$ cat src/rtl/qk_sched.sv
// qk_sched: round-robin scheduler that shares one QK-score engine between
// NUM_REQ requesters. A granted requester owns the engine for a full
// start/run/release job; the rotating pointer moves past the last winner so
// every active requester is served in turn.
//
// Build option: define QK_SCHED_WATCHDOG_EN to include a WAIT-state watchdog
// that forces a release after TIMEOUT cycles and records a sticky error.
// Without it the scheduler waits for eng_done indefinitely and the error
// outputs are tied low.
module qk_sched #(
  parameter int NUM_REQ = 4,
  parameter int TIMEOUT = 600000
) (
  input  logic                       clk,
  input  logic                       rst,
  input  logic [NUM_REQ-1:0]         req,
  output logic [NUM_REQ-1:0]         gnt,
  output logic [$clog2(NUM_REQ)-1:0] sel,
  output logic                       eng_start,
  input  logic                       eng_done,
  output logic [NUM_REQ-1:0]         req_done,
  output logic                       busy,
  output logic                       timeout_err,
  output logic [$clog2(NUM_REQ)-1:0] err_id
);

  localparam int SW = $clog2(NUM_REQ);

  typedef enum logic [1:0] {
    ST_IDLE    = 2'd0,
    ST_START   = 2'd1,
    ST_WAIT    = 2'd2,
    ST_RELEASE = 2'd3
  } state_t;

  state_t             state_reg, state_next;
  logic [SW-1:0]      ptr_reg, ptr_next;
  logic [SW-1:0]      sel_reg, sel_next;
  logic [NUM_REQ-1:0] gnt_reg, gnt_next;

  logic [SW-1:0]      win_idx;
  logic [NUM_REQ-1:0] win_onehot;
  logic               any_req;
  logic               wd_expire;
  int                 cand;

  // Out-of-range parameters elaborate an obviously named scope that shows up
  // in the hierarchy; legal ranges leave no trace.
  if (NUM_REQ < 2 || NUM_REQ > 16 || TIMEOUT < 1 || TIMEOUT > 20'hFFFFF) begin : g_param_out_of_range
  end

  assign any_req = |req;

  // Round-robin search: the smallest offset from ptr wins, so offsets are
  // scanned high-to-low and each later hit overrides the earlier one.
  always_comb begin
    win_idx = ptr_reg;
    cand    = 0;
    for (int i = NUM_REQ - 1; i >= 0; i--) begin
      cand = int'(ptr_reg) + i;
      if (cand >= NUM_REQ) begin
        cand = cand - NUM_REQ;
      end
      if (req[cand]) begin
        win_idx = SW'(cand);
      end
    end
  end

  // One-hot image of the winning index, loaded into gnt on arbitration.
  for (genvar gi = 0; gi < NUM_REQ; gi++) begin : g_onehot
    assign win_onehot[gi] = (win_idx == SW'(gi));
  end

  // State register.
  always_ff @(posedge clk or negedge rst) begin
    if (!rst) begin
      state_reg <= ST_IDLE;
    end else begin
      state_reg <= state_next;
    end
  end

  // Next-state logic: eng_done only matters while waiting on the engine.
  always_comb begin
    state_next = state_reg;
    case (state_reg)
      ST_IDLE: begin
        if (any_req) begin
          state_next = ST_START;
        end
      end
      ST_START: begin
        state_next = ST_WAIT;
      end
      ST_WAIT: begin
        if (eng_done || wd_expire) begin
          state_next = ST_RELEASE;
        end
      end
      ST_RELEASE: begin
        state_next = ST_IDLE;
      end
      default: begin
        state_next = ST_IDLE;
      end
    endcase
  end

  // Grant bookkeeping: capture the winner in IDLE, hold it through the job,
  // then drop gnt and move the pointer just past the finished requester.
  always_comb begin
    ptr_next = ptr_reg;
    sel_next = sel_reg;
    gnt_next = gnt_reg;
    case (state_reg)
      ST_IDLE: begin
        if (any_req) begin
          sel_next = win_idx;
          gnt_next = win_onehot;
        end
      end
      ST_RELEASE: begin
        gnt_next = '0;
        if (sel_reg == SW'(NUM_REQ - 1)) begin
          ptr_next = '0;
        end else begin
          ptr_next = sel_reg + SW'(1);
        end
      end
      default: begin
      end
    endcase
  end

  // Grant, select and pointer registers.
  always_ff @(posedge clk or negedge rst) begin
    if (!rst) begin
      ptr_reg <= '0;
      sel_reg <= '0;
      gnt_reg <= '0;
    end else begin
      ptr_reg <= ptr_next;
      sel_reg <= sel_next;
      gnt_reg <= gnt_next;
    end
  end

  // Outputs decoded from state; req_done reuses the held one-hot grant.
  always_comb begin
    eng_start = (state_reg == ST_START);
    busy      = (state_reg != ST_IDLE);
    req_done  = '0;
    if (state_reg == ST_RELEASE) begin
      req_done = gnt_reg;
    end
  end

  assign gnt = gnt_reg;
  assign sel = sel_reg;

`ifdef QK_SCHED_WATCHDOG_EN
  localparam logic [19:0] TIMEOUT_W = 20'(TIMEOUT);

  logic [19:0]   wd_cnt_reg;
  logic [19:0]   wd_cnt_inc;
  logic          timeout_err_reg;
  logic [SW-1:0] err_id_reg;

  // Expiry fires in the WAIT cycle whose increment reaches TIMEOUT; a
  // simultaneous eng_done wins and counts as a normal completion.
  assign wd_cnt_inc = wd_cnt_reg + 20'd1;
  assign wd_expire  = (state_reg == ST_WAIT) && !eng_done && (wd_cnt_inc == TIMEOUT_W);

  // Watchdog counter: cleared while heading into WAIT, counts WAIT cycles.
  always_ff @(posedge clk or negedge rst) begin
    if (!rst) begin
      wd_cnt_reg <= '0;
    end else if (state_reg == ST_START) begin
      wd_cnt_reg <= '0;
    end else if (state_reg == ST_WAIT) begin
      wd_cnt_reg <= wd_cnt_inc;
    end
  end

  // Sticky error flag; each new timeout overwrites the recorded requester.
  always_ff @(posedge clk or negedge rst) begin
    if (!rst) begin
      timeout_err_reg <= 1'b0;
      err_id_reg      <= '0;
    end else if (wd_expire) begin
      timeout_err_reg <= 1'b1;
      err_id_reg      <= sel_reg;
    end
  end

  assign timeout_err = timeout_err_reg;
  assign err_id      = err_id_reg;
`else
  assign wd_expire   = 1'b0;
  assign timeout_err = 1'b0;
  assign err_id      = '0;
`endif

endmodule

$ cat config.mk
export PLATFORM = sky130hd
export DESIGN_NAME = qk_sched
export DESIGN_NICKNAME = d
export VERILOG_FILES = /design/src/rtl/qk_sched.sv
export SDC_FILE = /design/constraint.sdc
export NUM_CORES = 1
export LEC_CHECK = 0
export ABC_CLOCK_PERIOD_IN_PS = 3100
export BUFFER_PORTS_ARGS = -buffer_cell sky130_fd_sc_hd__buf_2
export CORE_UTILIZATION = 39
export CTS_BUF_LIST = sky130_fd_sc_hd__clkbuf_8
export CTS_CLUSTER_DIAMETER = 150
export DETAILED_ROUTE_END_ITERATION = 12
export GPL_TIMING_DRIVEN = 0
export PLACE_DENSITY_LB_ADDON = 0.08
export SETUP_SLACK_MARGIN = 0.4
export SLEW_MARGIN = 20
export SYNTH_ARGS = -nofsm -noshare
export SYNTH_HDL_FRONTEND = slang
export SYNTH_SLANG_ARGS = --single-unit
$ cat constraint.sdc
create_clock -name clk -period 3.1 [get_ports clk]
set_clock_uncertainty 0.15 [all_clocks]
set_input_delay 0.31 -clock clk [delete_from_list [all_inputs] [get_ports clk]]
set_output_delay 0.31 -clock clk [all_outputs]
set_load 0.05 [all_outputs]
==> impl_metrics.py, run 1 <==
metrics = {
    "setup_path": {
        "worstPathCellList": "ha_1, and2_1, buf_2",
        "cp.arrival_ns": 1.39,
        "crit_path_top_delay_cell": "dfrtp_1",
        "timing.rr.start": "ptr_reg[1]",
        "cp-start-kind": "register",
        "critical-path-top-delay-family": "flip-flops",
        "critPathBufInv": 1,
        "crit_fanout": 8,
        "cpPeakStageDelay_ns": 0.39,
        "regToRegSetupSlack_ns": 1.29,
        "reg2regPathDepth": 5,
        "required_ns": 2.64,
        "end_kind": "output port",
        "crit_type": "register to output port",
        "r2r-end": "gnt[0]",
    },
    "synth": {
        "synth_edf_count": 0,
        "yosysWarnings": 0,
        "synth_ff_type": "dfrtp_1",
        "seq_area_frac_synth_pct": 38.2,
        "syn-cell-area_um2": 656,
        "synth_top_area_share_pct": 38.2,
        "syn_inst": 71,
        "ys_ff_latch": 10,
        "synth-async-reset-ratio_pct": 100,
        "synth_top_cell_by_area": "dfrtp_1",
        "avgSynthCellArea_um2": 9.23,
        "ys_types": 28,
        "synth.area.top_cells": "dfrtp_1 (38%), ha_1 (11%), mux2_1 (5.2%)",
    },
    "power_and_ir_drop": {
        "leakage_nw": 0.437,
        "vdd_drop_max_uv": 529,
        "p_per_area_nw_per_um2": 1050,
        "finalPower_uw": 868,
    },
    "global_route": {
        "antenna_found_initial": 0,
        "grt_max_degree": 11,
        "grt_pass1_vias": 430,
        "grt_overflow": 0,
        "grt_pass1_wl_um": 1910,
        "grtUsageTotal_pct": 14.5,
    },
    "place": {
        "io_buffers": 18,
        "place.gp.congestion": 0.726,
        "pre_cts_ws_ns": 1.20,
        "post-dp-hpwl_um": 936,
        "placed_area_um2": 773,
    },
    "sta": {
        "setup_ws_ns": 1.25,
        "fmax_mhz": 540,
        "setup-violations-final": 0,
        "tns_ns": 0,
        "worstMarginPinSlew_ns": 0.573,
        "grt_setup_unrepaired": "no",
        "slew_headroom_pct": 61.8,
        "finalMaxSlewViolations": 0,
        "finalCritPeriodShare_pct": 59.8,
        "post-route-min-period_ns": 1.85,
        "final_hold_viol_count": 0,
    },
    "clock_network": {
        "post_cts_resized": 0,
        "clock_latency_ns": 0.23,
        "cts_max_level": 1,
        "clk_pin_slew_ns": 0.04,
        "holdBufCountCts": 1,
        "post_cts_buffers": 0,
        "clockBufferDepth": 2,
        "cts_buffers": 3,
        "cts_root_buf": "clkbuf_8",
        "cts_tree": "done",
        "clock_sinks": 10,
    },
    "floorplan": {
        "die_area_um2": 1850,
        "die_h_um": 43,
        "fp.dieW_um": 43,
        "design.core.area_um2": 1540,
        "std_cell_rows": 14,
        "initial_utilization_pct": 42.5,
        "io_pins": 22,
    },
    "final_layout": {
        "area_growth_pct": 25.8,
        "drive_above_1_share_pct": 30.5,
        "antenna_cells": 0,
        "largest_reg_flops": 4,
        "nNetsFinal": 110,
        "final_common_cell": "buf_2",
        "final_cell_area_um2": 825,
        "layout_common_cells": "buf_2 (18), dfrtp_1 (10), inv_1 (6), nand2_1 (6), ha_1 (6)",
        "fillers": 154,
    },
    "route": {
        "routed_wirelength_um": 1200,
        "vias": 554,
        "first_pass_iters": 4,
        "drc": 0,
        "drt-initial-drc-count": 13,
        "ant_nets": 0,
        "wl_per_cell_um": 10.8,
        "routed_via_density": 4.99,
    },
    "min_path": {
        "hold_class": "input port to async pin",
    },
    "job": {
        "drv_cap": 0,
    },
    "status": {
        "status": "completed",
    },
}
-- logic make-up after synthesis --
family	Yosys count	share of synthesized area [%]
simple gates	21	17.6
fa+ha+maj	6	11.5
flops	10	38.2
mux	4	6.87
buf+inv	11	8.01
compound gates	18	17.4
other cells	1	0.572
-- Yosys cell counts (2+ instances only) --
| cell | count |
|---|---|
| o21ai_0 | 5 |
| and2_1 | 4 |
| o21ai_1 | 4 |
| o22ai_1 | 3 |
| nand2_1 | 6 |
| dfrtp_1 | 10 |
| o21ai_2 | 2 |
| ha_1 | 6 |
| mux2_1 | 3 |
| nor2b_1 | 2 |
| inv_1 | 6 |
| buf_4 | 3 |
| nor2_1 | 2 |
-- metal layers --
metal | wire length [um] | share of wire, % | up-vias | GRT usage, %
li1 | - | - | 290 | -
met1 | 588 | 49 | 244 | 20.1
met2 | 526 | 44 | 18 | 19.7
met3 | 66 | 5.5 | 2 | 5.11
met4 | 21 | 1.7 | 0 | 7.27
met5 | 0 | 0 | - | 0
-- worst max-delay path by stage --
| stage | from | endpoint | slack (ns) | cells past startpoint |
|---|---|---|---|---|
| 6_report | state_reg[0] | req_done[0] | 1.25 | 3 |
| 4_1_cts | state_reg[0] | req_done[0] | 1.20 | 3 |
| 3_5_place_dp | req[1] | state_reg[0] | 1.20 | 6 |
| 2_1_floorplan | ptr_reg[1] | gnt[0] | 1.38 | 5 |
| 3_3_place_gp | req[1] | state_reg[0] | 1.21 | 6 |
| 5_1_grt | state_reg[0] | req_done[0] | 1.13 | 3 |
-- power breakdown --
group          switching [mW]  leakage, nW  internal [mW]  total (mW)
Sequential             0.0546        0.125          0.189       0.244
Clock                  0.0451       0.0216         0.0845       0.130
Combinational           0.336        0.290          0.159       0.495
Total                   0.436        0.437          0.432       0.868
-- stage by stage --
step | std cells | hold slack, ns | utilization, %
CTS | 111 | 0.324 | 53.5
global route | 111 | 0.349 | 53.5
global placement | 107 | 0.0379 | 50.2
floorplan | 73 | -0.136 | -
finish | 111 | 0.319 | 53.5
detailed placement | 107 | 0.0369 | 50.2
-- area by class of cell --
type / instances / area (um2) / area share (%)
multi-input cells: 52 / 360 / 43.7
flip-flops and latches: 10 / 250 / 30.3
clock buffers: 3 / 41.3 / 5.01
well taps: 16 / 20.0 / 2.43
inverters: 7 / 26.3 / 3.19
repair buffers: 19 / 100 / 12.1
plain buffers: 4 / 26.3 / 3.19
Note: power is estimated with default switching activity, not from simulation.
==> run 2: changes to the inputs <==
--- a/config.mk
+++ b/config.mk
@@ -5,7 +5,7 @@
 export SDC_FILE = /design/constraint.sdc
 export NUM_CORES = 1
 export LEC_CHECK = 0
-export ABC_CLOCK_PERIOD_IN_PS = 3100
+export ABC_CLOCK_PERIOD_IN_PS = 1600
 export BUFFER_PORTS_ARGS = -buffer_cell sky130_fd_sc_hd__buf_2
 export CORE_UTILIZATION = 39
 export CTS_BUF_LIST = sky130_fd_sc_hd__clkbuf_8
==> constraint.sdc (replaced) <==
create_clock -name clk -period 1.6 [get_ports clk]
set_clock_uncertainty 0.15 [all_clocks]
set_input_delay 0.16 -clock clk [delete_from_list [all_inputs] [get_ports clk]]
set_output_delay 0.16 -clock clk [all_outputs]
set_load 0.05 [all_outputs]
==> impl_metrics.py, run 2 (same netlist as run 1, synthesis figures left out) <==
metrics = {
    "clock_network": {
        "clk_pin_slew_ns": 0.05,
        "clockBufferDepth": 2,
        "clock_sinks": 10,
        "cts_tree": "done",
        "cts_max_level": 1,
        "cts_root_buf": "clkbuf_8",
        "cts_buffers": 3,
        "clock_latency_ns": 0.24,
    },
    "route": {
        "drc": 0,
        "routed_via_density": 4.98,
        "drt-initial-drc-count": 10,
        "first_pass_iters": 4,
        "ant_nets": 0,
        "routed_wirelength_um": 1630,
        "vias": 627,
        "wl_per_cell_um": 12.9,
    },
    "setup_path": {
        "cp.arrival_ns": 1.72,
        "crit_type": "register to register",
        "end_kind": "register",
        "cp-start-kind": "register",
        "crit_fanout": 4,
        "regToRegSetupSlack_ns": -0.09,
        "worstPathCellList": "ha_4, nand2b_1, or4b_1, nand2_1",
        "critical-path-top-delay-family": "simple AND/OR/NAND/NOR gates",
        "required_ns": 1.62,
        "crit_path_top_delay_cell": "or4b_1",
        "critPathBufInv": 0,
        "cpPeakStageDelay_ns": 0.56,
    },
    "final_layout": {
        "final_cell_area_um2": 1150,
        "seq_area_um2": 259,
        "antenna_cells": 0,
        "final_common_cell": "buf_4",
        "nNetsFinal": 124,
        "area_growth_pct": 76.0,
        "largest_reg_flops": 4,
        "multi_input_area_um2": 460,
        "fillers": 103,
        "layout_common_cells": "buf_4 (11), buf_2 (9), buf_6 (8)",
        "drive_above_1_share_pct": 61.8,
    },
    "place": {
        "place.gp.congestion": 0.887,
        "post-dp-hpwl_um": 973,
        "io_buffers": 18,
        "placed_area_um2": 831,
    },
    "floorplan": {
        "io_pins": 22,
        "design.core.area_um2": 1540,
        "std_cell_rows": 14,
        "fp.dieW_um": 43,
        "die_h_um": 43,
        "die_area_um2": 1850,
        "initial_utilization_pct": 42.5,
    },
    "global_route": {
        "grt_max_degree": 11,
        "grt_pass1_wl_um": 2760,
        "grt_pass1_vias": 624,
        "grtUsageTotal_pct": 20.3,
        "grt_overflow": 0,
        "antenna_found_initial": 0,
    },
    "power_and_ir_drop": {
        "leakage_nw": 0.547,
        "finalPower_mw": 2.50,
        "vdd_drop_max_uv": 1210,
        "p_per_area_nw_per_um2": 2160,
    },
    "sta": {
        "finalCritPeriodShare_pct": 106,
        "fmax_mhz": 590,
        "post-route-min-period_ns": 1.69,
        "final_hold_viol_count": 0,
        "tns_ns": -0.168,
        "setup-violations-final": 3,
        "grt_setup_unrepaired": "yes",
        "finalMaxSlewViolations": 0,
        "setup_ws_ns": -0.0939,
    },
    "min_path": {
        "hold_class": "input port to register",
    },
    "job": {
        "drv_cap": 0,
    },
    "status": {
        "status": "finished with violations",
        "failed_checks": "setup timing",
    },
}
## run 2: cell count changes in the layout (fill, tap and decap cells not counted), moves of 4 or more
cell / previous run / this run
ha_4: 0 / 5
dfrtp_2: 0 / 7
dfrtp_1: 10 / 3
buf_2: 18 / 9
buf_6: 0 / 8
buf_8: 0 / 6
and2_4: 0 / 4
and2_1: 4 / 0
buf_4: 3 / 11
ha_1: 6 / 0
## run 2: worst paths after layout
path | start | endpoint | cells after the start
min | eng_done | state_reg[1] | 4
max reg2reg | state_reg[1] | gnt[0] | 4
max | state_reg[1] | gnt[0] | 4
max in group asynchronous | rst | gnt[3] | 2
min in group asynchronous | rst | ptr_reg[0] | 2
min reg2reg | gnt[2] | gnt[2] | 2
## run 2: layer usage
| metal | track usage (%) | vias up | routed length (um) |
|---|---|---|---|
| li1 | - | 320 | - |
| met1 | 24.8 | 293 | 728 |
| met2 | 34.2 | 14 | 853 |
| met3 | 5.11 | 0 | 47 |
| met4 | 7.27 | 0 | 0 |
| met5 | 0 | - | 0 |
## run 2: worst min-delay path, stage by stage
cell and delay [ns]:
buf_2 0.09, inv_1 0.06, a21oi_2 0.07, o21ai_1 0.11
## run 2: per-stage QoR
stage | hold WS (ns) | worst slack [ns] | instances | utilization [%]
6_report | 0.148 | -0.0939 | 126 | 74.8
2_1_floorplan | -0.286 | -0.0499 | 73 | -
3_5_place_dp | -0.112 | -0.155 | 107 | 53.9
5_1_grt | 0.179 | -0.160 | 126 | 74.8
3_3_place_gp | -0.113 | -0.148 | 107 | 53.9
4_1_cts | 0.140 | -0.0959 | 123 | 71.5
## run 2: layout make-up
class	count	share of cell area, %
multi-input cells	52	39.9
repair buffers	33	26.2
flip-flops and latches	10	22.5
clock buffers	4	4.77
inverters	7	2.49
plain buffers	4	2.39
well taps	16	1.74
## run 2: what timing repair did
action                     4_1_cts  5_1_grt
setup endpoints to repair       18       18
resized for setup               34        9
setup buffers                   11        3
hold endpoints to repair        10        0
hold buffers                     1        0
pin swaps                        5        4
## run 2: report_power, final
part	switching, mW	internal (mW)	leakage (nW)
clock network	0.101	0.216	0.0288
registers	0.129	0.380	0.116
logic	0.862	0.808	0.402
total	1.09	1.40	0.547
